--- src/rtl/logic_issue_pkg.sv ---
// Shared types and constants for the logical-unit issue controller.
// Latency: n/a (types only).
// Backpressure: n/a (types only).
//
// Contents: response FIFO entry type, FIFO depth, and the CMOV opcode the
// controller must recognise to qualify the write-enable.
package logic_issue_pkg;

   // Default tag width; the controller's TAG_W parameter must match this value
   // because the FIFO entry layout is fixed here.
   localparam int RSP_TAG_W = 6;

   // Response buffer depth; also bounds outstanding work (FIFO + in-flight).
   localparam int RSP_DEPTH = 2;

   // Logical-unit opcode for conditional move (same encoding as the unit).
   localparam logic [2:0] LOG_CMOV = 3'd6;

   typedef struct packed {
      logic                 pipe;
      logic [RSP_TAG_W-1:0] tag;
      logic [63:0]          result;
      logic                 cmp;
      logic                 wr_en;
   } rsp_entry_t;

endpackage

--- src/rtl/logic_rsp_fifo.sv ---
// 2-entry synchronous FIFO holding logical-unit responses for writeback.
// Latency: push visible at head the cycle after it is written.
// Backpressure: caller must not push when full unless popping the same cycle.
//
// Ports: clk, reset (sync, active-high); push_i/push_dat_i write an entry;
// pop_i removes the head; head_o is the oldest entry; count_o is occupancy.
module logic_rsp_fifo
   import logic_issue_pkg::*;
(
   input  logic       clk,
   input  logic       reset,
   input  logic       push_i,
   input  rsp_entry_t push_dat_i,
   input  logic       pop_i,
   output rsp_entry_t head_o,
   output logic [1:0] count_o
);

   rsp_entry_t mem_q [RSP_DEPTH];
   // Depth is 2, so a single bit addresses an entry.
   logic       wr_ptr_q;
   logic       rd_ptr_q;
   logic [1:0] count_q;
   logic       do_push;
   logic       do_pop;

   assign do_pop  = pop_i & (count_q != 2'd0);
   // A full FIFO still accepts a push when the head leaves in the same cycle.
   assign do_push = push_i & ((count_q != 2'(RSP_DEPTH)) | do_pop);

   always_ff @(posedge clk) begin
      if (reset) begin
         for (int i = 0; i < RSP_DEPTH; i++) mem_q[i] <= '0;
         wr_ptr_q <= 1'b0;
         rd_ptr_q <= 1'b0;
         count_q  <= 2'd0;
      end else begin
         if (do_push) begin
            mem_q[wr_ptr_q] <= push_dat_i;
            wr_ptr_q        <= ~wr_ptr_q;
         end
         if (do_pop) rd_ptr_q <= ~rd_ptr_q;
         count_q <= count_q + 2'(do_push) - 2'(do_pop);
      end
   end

   assign head_o  = mem_q[rd_ptr_q];
   assign count_o = count_q;

endmodule

--- src/rtl/logic_issue_ctrl.sv ---
// Shares one logical unit between two issue pipes; tracks the in-flight op and buffers results.
// Latency: grant in T, unit returns in T+1, response visible from T+2; 1 op/cycle sustained.
// Backpressure: grants stop once FIFO entries plus in-flight op (minus a same-cycle pop) reach 2.
//
// Ports: clk, reset (sync, active-high); req_* per-pipe request in (valid/ready);
// lu_* drive and return from the logical unit; rsp_* response out (valid/ready).
// Build option: LOGIC_ISSUE_RR_EN selects round-robin arbitration; otherwise
// pipe 0 has fixed priority.
module logic_issue_ctrl
   import logic_issue_pkg::*;
#(
   parameter int TAG_W = RSP_TAG_W
)
(
   input  logic             clk,
   input  logic             reset,
   input  logic [1:0]       req_valid,
   output logic [1:0]       req_ready,
   input  logic [63:0]      req_op_a   [2],
   input  logic [63:0]      req_op_b   [2],
   input  logic [2:0]       req_log_op [2],
   input  logic [2:0]       req_cmp_op [2],
   input  logic [TAG_W-1:0] req_tag    [2],
   output logic             lu_enable,
   output logic [63:0]      lu_op_a,
   output logic [63:0]      lu_op_b,
   output logic [2:0]       lu_log_op,
   output logic [2:0]       lu_log_cmp_op,
   input  logic             lu_rvalid,
   input  logic             lu_cmp_result,
   input  logic [63:0]      lu_result,
   output logic             rsp_valid,
   input  logic             rsp_ready,
   output logic             rsp_pipe,
   output logic [TAG_W-1:0] rsp_tag,
   output logic [63:0]      rsp_result,
   output logic             rsp_cmp,
   output logic             rsp_wr_en
);

   logic [1:0]       fifo_count;
   rsp_entry_t       fifo_head;
   rsp_entry_t       push_dat;
   logic             push;
   logic             deq;
   logic [2:0]       occupancy;
   logic             can_issue;
   logic             grant;
   logic             win_pipe;

   logic             inflight_q, inflight_d;
   logic             pipe_q,     pipe_d;
   logic             is_cmov_q,  is_cmov_d;
   logic [TAG_W-1:0] tag_q,      tag_d;

   // ---------------- issue condition ----------------
   assign rsp_valid = (fifo_count != 2'd0);
   assign deq       = rsp_valid & rsp_ready;
   // deq implies fifo_count >= 1, so this never underflows.
   assign occupancy = {1'b0, fifo_count} + {2'b00, inflight_q} - {2'b00, deq};
   // No grants while reset is asserted, so nothing transfers during reset.
   assign can_issue = ~reset & (occupancy < 3'(RSP_DEPTH));
   assign grant     = can_issue & (|req_valid);

   // ---------------- arbitration ----------------
`ifdef LOGIC_ISSUE_RR_EN
   logic rr_q, rr_d;

   // Pointer picks the winner only on conflict; a lone requester always wins.
   assign win_pipe = (req_valid == 2'b11) ? rr_q : ~req_valid[0];
   // Flip after every grant regardless of which pipe won.
   assign rr_d     = grant ? ~rr_q : rr_q;

   always_ff @(posedge clk) begin
      if (reset) rr_q <= 1'b0;
      else       rr_q <= rr_d;
   end
`else
   assign win_pipe = ~req_valid[0];
`endif

   assign req_ready = grant ? (win_pipe ? 2'b10 : 2'b01) : 2'b00;

   // ---------------- unit drive ----------------
   always_comb begin
      lu_enable     = 1'b0;
      lu_op_a       = '0;
      lu_op_b       = '0;
      lu_log_op     = '0;
      lu_log_cmp_op = '0;
      if (grant) begin
         lu_enable     = 1'b1;
         lu_op_a       = req_op_a[win_pipe];
         lu_op_b       = req_op_b[win_pipe];
         lu_log_op     = req_log_op[win_pipe];
         lu_log_cmp_op = req_cmp_op[win_pipe];
      end
   end

   // ---------------- in-flight tracker ----------------
   // A return with nothing outstanding (e.g. straight after reset) is dropped.
   assign push = lu_rvalid & inflight_q;

   always_comb begin
      inflight_d = inflight_q;
      pipe_d     = pipe_q;
      is_cmov_d  = is_cmov_q;
      tag_d      = tag_q;
      if (push) inflight_d = 1'b0;
      // A grant in the return cycle keeps the tracker busy with the new op.
      if (grant) begin
         inflight_d = 1'b1;
         pipe_d     = win_pipe;
         is_cmov_d  = (req_log_op[win_pipe] == LOG_CMOV);
         tag_d      = req_tag[win_pipe];
      end
   end

   always_ff @(posedge clk) begin
      if (reset) begin
         inflight_q <= 1'b0;
         pipe_q     <= 1'b0;
         is_cmov_q  <= 1'b0;
         tag_q      <= '0;
      end else begin
         inflight_q <= inflight_d;
         pipe_q     <= pipe_d;
         is_cmov_q  <= is_cmov_d;
         tag_q      <= tag_d;
      end
   end

   // Non-CMOV ops always write; CMOV writes only when the compare holds.
   always_comb begin
      push_dat        = '0;
      push_dat.pipe   = pipe_q;
      push_dat.tag    = tag_q;
      push_dat.result = lu_result;
      push_dat.cmp    = lu_cmp_result;
      push_dat.wr_en  = ~is_cmov_q | lu_cmp_result;
   end

   logic_rsp_fifo u_rsp_fifo (
      .clk        (clk),
      .reset      (reset),
      .push_i     (push),
      .push_dat_i (push_dat),
      .pop_i      (deq),
      .head_o     (fifo_head),
      .count_o    (fifo_count)
   );

   // Data fields read as zero whenever no response is presented.
   assign rsp_pipe   = rsp_valid & fifo_head.pipe;
   assign rsp_tag    = rsp_valid ? fifo_head.tag    : '0;
   assign rsp_result = rsp_valid ? fifo_head.result : '0;
   assign rsp_cmp    = rsp_valid & fifo_head.cmp;
   assign rsp_wr_en  = rsp_valid & fifo_head.wr_en;

endmodule

--- config.mk ---
export PLATFORM = sky130hd
export DESIGN_NAME = logic_issue_ctrl
export DESIGN_NICKNAME = d
export VERILOG_FILES = /design/src/rtl/logic_issue_pkg.sv /design/src/rtl/logic_rsp_fifo.sv /design/src/rtl/logic_issue_ctrl.sv
export SDC_FILE = /design/constraint.sdc
export NUM_CORES = 1
export LEC_CHECK = 0
export ABC_CLOCK_PERIOD_IN_PS = 5200
export CAP_MARGIN = 20
export CORE_AREA = 2 2 217 219
export CTS_BUF_LIST = sky130_fd_sc_hd__clkbuf_16
export CTS_CLUSTER_DIAMETER = 200
export DETAILED_ROUTE_END_ITERATION = 12
export DIE_AREA = 0 0 219 221
export HOLD_SLACK_MARGIN = 0.06
export PLACE_DENSITY = 0.56
export SYNTH_ARGS = -nofsm -noshare
export SYNTH_HDL_FRONTEND = slang
export SYNTH_SLANG_ARGS = --single-unit
--- constraint.sdc ---
create_clock -name clk -period 5.2 [get_ports clk]
set_clock_uncertainty 0.05 [all_clocks]
set_input_delay 1.04 -clock clk [delete_from_list [all_inputs] [get_ports clk]]
set_output_delay 1.04 -clock clk [all_outputs]
set_load 0.05 [all_outputs]
==> results.md <==
Route:
- Once detail routing completed, the nets flagged for antenna violations numbered 0.
- After the first detailed-routing iteration, the DRC count stood at 584.
- Using the TritonRoute via totals, the vias-per-cell ratio works out to approximately 4.5.
- Across all layers, the routed design uses ~9,000 vias.
- After detailed routing, the average wire length per cell comes to about 27 µm.
- The iteration count of the initial detailed-routing pass is 5.
- The routed wire length is 53,100 µm.
- After detailed routing, the number of remaining DRC violations is 0.

Power:
- Of the total power, combinational logic draws 65.9%.
- Power spread over the standard cell area amounts to around 480 nW/µm².
- The switching power as a share of total power is a little under half.
- For this design the static power due to leakage is about 0.0063 µW.
- The part of the total power dissipated in sequential elements is roughly 20%.
- In this run the power spent charging and discharging nets is about 3800 µW.
- The portion of total power attributed to the clock network is 13.8%.
- The maximum vdd drop is 0.289 mV.
- The internal portion of the total power is ~4600 µW.

Yosys:
- After synthesis, the share of flip-flops with an asynchronous set or reset is 0%.
- After synthesis the netlist holds a flip-flop and latch count of between 150 and 200.
- The synthesized netlist contains 42 unique library cells.
- The count of warnings emitted by yosys is 0.
- The average size of a mapped cell is 10.9 µm².
- In this run, synthesis inferred between 100 and 150 flip-flops with an integrated enable.
- Synthesis produced a netlist whose cell count is 803.
- The dominant synthesized flop cell is sky130_fd_sc_hd__edfxtp_1.
- The post-synthesis sequential area ratio is about 53%.
- The synthesized netlist net count is around 1,200.
- The area of the mapped netlist is about 8800 µm².

Hold path:
- The worst hold path passes through 2 cells.
- The startpoint identified for the worst hold timing path is inflight_q.
- The class of the worst hold path is reg2reg.
- The worst hold path terminates at inflight_q.

GRT:
- Entering global routing, the biggest net connects between 90 and 100 pins.
- The via count of the first global-routing pass is 9,191.
- The number of antenna violations at the first check in global routing is 10.
- The global-route wire length before repair is just over 70,000 µm.
- Summed over all layers, the global routing overflow is 0.
- For this run, the total global-route usage over all layers was measured as a little over a fifth.

STA:
- The count of endpoints failing hold in the final timing report was 0.
- The worst hold margin is 0.445 ns.
- The portion of the clock cycle consumed by the worst path in the final layout is approximately 100%.
- In the final timing run, aggregate negative setup slack is 0 ns.
- Timing would allow up to 195 MHz.
- Setup repair after global routing could not meet its margin everywhere.
- For the finished layout, the period the worst path requires is roughly 5.1 ns.
- The slack of the critical path is between 0.06 and 0.07 ns.
- The measured slew at the worst slew-check pin is 0.995 ns.
- The number of pins exceeding their max-slew limit in the final report is 0.
- Setup violations remaining at the end of the flow were counted as 0.
- The worst slew margin relative to its limit is around a third.

Clock network:
- The clock tree from TritonCTS is done.
- CTS placed an instance of sky130_fd_sc_hd__clkbuf_16 at the clock tree root.
- Buffers inserted to repair hold after CTS numbered 0.
- At the later pin of the worst-skew pair, clock insertion delay measures approximately 0.44 ns.
- The number of sinks driven by the clock tree is 160.
- The TritonCTS buffer count is 17.
- The clock slew seen by the registers of the worst setup and hold paths is around 0.060 ns.
- CTS built an H-tree with a depth of 4.
- The largest buffer count on any clock path is 2.

Floorplan:
- After floorplanning, the core was divided into around 80 placement rows.
- The total area inside the core boundary comes to roughly 46,000 µm².
- During I/O placement, the number of pins put on the boundary was between 500 and 600.
- The die is 219 µm wide.
- The area of the die is between 40,000 and 50,000 µm².
- The initial utilization of the core area, before any placement, comes to 19.0%.
- Measured along the y axis, the die boundary spans approximately 220 µm.

Place:
- The number of instances in the placed design is between 1,500 and 2,000.
- The post-placement setup slack is -0.0397 ns.
- After detailed placement, the total cell area comes to approximately 17,000 µm².
- The detailed placer's ending HPWL is about 42,000 µm.
- The count of input and output buffers is about 560.
- The global placement routability congestion is between 0.9 and 1.

Cells and area:
- Once layout is done, the placed cells without fillers occupy about 17,000 µm².
- The finished layout holds around 2,000 standard cells, fillers aside.
- The ratio of cells with drive above 1 in the final layout is between 15 and 20%.
- The final-stage net count is around 1,700.
- The synthesis-to-finish area growth is 96.7%.

Worst setup path:
- For flop-to-flop paths, the worst setup slack is between 2 and 2.5 ns.
- The worst reg2reg path startpoint is u_rsp_fifo.count_o[1].
- In this run the worst path has a maximum fanout of 8.
- The data arrival time of the worst path is 4.05 ns.
- The category of the worst setup path launch point is a primary input.
- The number of cells traversed by the worst register-to-register path is 8.
- The kind of critical path is in2out.
- The worst register-to-register path ends at inflight_q.
- The required time at the endpoint of the critical path is approximately 4 ns.
- The endpoint class of the critical path is a primary output.

Outcome:
- The flow ran to the end, and the final reports show no timing, DRC or antenna violations.

Job:
- The number of maximum-capacitance violations is 0.
-- registers in the layout, summed over array words and instances (netlist names), named ones only --
register / flops
u_rsp_fifo.mem_q: 146
tag_q: 6
u_rsp_fifo.count_o: 2
inflight_q: 1
is_cmov_q: 1
pipe_q: 1
u_rsp_fifo.rd_ptr_q: 1
u_rsp_fifo.wr_ptr_q: 1
-- critical path, stage by stage --
cell                              delay [ns]
sky130_fd_sc_hd__clkdlybuf4s50_1        0.51
sky130_fd_sc_hd__o21a_1                 0.16
sky130_fd_sc_hd__ha_1                   0.22
sky130_fd_sc_hd__nand2b_1               0.16
sky130_fd_sc_hd__fa_1                   0.48
sky130_fd_sc_hd__xnor2_2                0.37
sky130_fd_sc_hd__buf_4                  0.24
sky130_fd_sc_hd__nand3_1                0.33
sky130_fd_sc_hd__nor2_1                 0.34
sky130_fd_sc_hd__buf_12                 0.18
-- cells in the final DEF, fill, tap and decap left out, types with 8 or more instances in the layout --
cell type	count
sky130_fd_sc_hd__mux2i_1	76
sky130_fd_sc_hd__clkbuf_16	17
sky130_fd_sc_hd__buf_4	36
sky130_fd_sc_hd__nor2_1	211
sky130_fd_sc_hd__inv_1	8
sky130_fd_sc_hd__nor3_1	9
sky130_fd_sc_hd__edfxtp_1	146
sky130_fd_sc_hd__dfxtp_1	13
sky130_fd_sc_hd__nor3b_1	15
sky130_fd_sc_hd__clkdlybuf4s50_1	423
sky130_fd_sc_hd__nand2b_1	67
sky130_fd_sc_hd__buf_12	142
sky130_fd_sc_hd__a22o_1	123
-- Yosys cell counts (2+ instances only) --
cell                       number  area share [%]
sky130_fd_sc_hd__ha_1           3            0.43
sky130_fd_sc_hd__nor2_1       212             9.1
sky130_fd_sc_hd__nor3b_1       15             1.3
sky130_fd_sc_hd__o21a_1         2            0.17
sky130_fd_sc_hd__mux2i_1       76             8.7
sky130_fd_sc_hd__inv_1          5            0.21
sky130_fd_sc_hd__dfxtp_1       14             3.2
sky130_fd_sc_hd__a21oi_1        3            0.17
sky130_fd_sc_hd__a22o_1       131              13
sky130_fd_sc_hd__a31oi_1        6            0.43
sky130_fd_sc_hd__mux2_2         6            0.77
sky130_fd_sc_hd__nor3_1         9            0.51
sky130_fd_sc_hd__nor2b_1        2            0.14
sky130_fd_sc_hd__buf_1         21            0.90
sky130_fd_sc_hd__nand2b_1      69             4.9
sky130_fd_sc_hd__clkbuf_1      21            0.90
sky130_fd_sc_hd__buf_4          8            0.69
sky130_fd_sc_hd__nor4_1         6            0.43
sky130_fd_sc_hd__edfxtp_1     146              50
sky130_fd_sc_hd__buf_2         26             1.5
-- metrics by stage --
stage	utilization (%)	power (µW)
floorplan	-	4510
global placement	35.9	7150
detailed placement	35.9	7160
CTS	37.2	8370
global route	37.4	8670
finish	37.4	8360
-- logic make-up (layout without fill, tap and decap cells) --
logic type,Yosys count,count (layout),synth area share (%)
buf+inv,82,643,4.31
flops,160,160,53.2
compound gates,148,148,14.4
fa+ha+maj,4,4,0.657
other cells,0,1,0
xor+xnor,4,4,0.571
simple gates,323,325,17.4
mux,82,82,9.45
-- how the worst max path moves through the flow --
stage | startpoint | cells past startpoint | to | slack, ns
2_1_floorplan | rsp_ready | 10 | lu_op_a[54] | 0.50
3_3_place_gp | rsp_ready | 11 | lu_op_b[2] | -0.02
3_5_place_dp | rsp_ready | 11 | lu_op_b[2] | -0.04
4_1_cts | rsp_ready | 10 | lu_op_b[2] | 0.002
5_1_grt | rsp_ready | 12 | lu_op_b[63] | -0.02
6_report | rsp_ready | 10 | lu_log_op[2] | 0.06
-- final cells by class --
| type | instances | area [µm²] |
|---|---|---|
| diodes | 1 | 2.50 |
| clock buffers | 17 | 425 |
| clock inverters | 14 | 103 |
| fillers | 4575 | 28800 |
| inverters | 5 | 18.8 |
| multi-input cells | 563 | 3830 |
| flip-flops and latches | 160 | 4670 |
| well taps | 607 | 759 |
| repair buffers | 607 | 7430 |
-- repair_timing --
| item | CTS | global route |
|---|---|---|
| setup endpoints to repair | 3 | 76 |
| gates resized for setup | 0 | 14 |
| gates cloned | 1 | 2 |
| buffers inserted | 2 | 1 |
| pin swaps | 1 | 1 |
-- power by group through the flow --
| stage | Combinational [µW] | Sequential [µW] | Clock [µW] |
|---|---|---|---|
| floorplan | 2880 | 1630 | 0 |
| global placement | 5430 | 1720 | 0 |
| detailed placement | 5430 | 1730 | 0 |
| CTS | 5480 | 1700 | 1180 |
| global route | 5720 | 1720 | 1230 |
| finish | 5510 | 1700 | 1150 |
-- metal layers --
layer | share of wire, % | GRT usage (%) | up-vias
li1 | - | - | 4035
met1 | 40 | 26.0 | 4465
met2 | 52 | 37.7 | 355
met3 | 7.0 | 5.99 | 39
met4 | 0.86 | 3.81 | 2
met5 | 0.024 | 0 | -
Power figures use the tool's default switching activity.
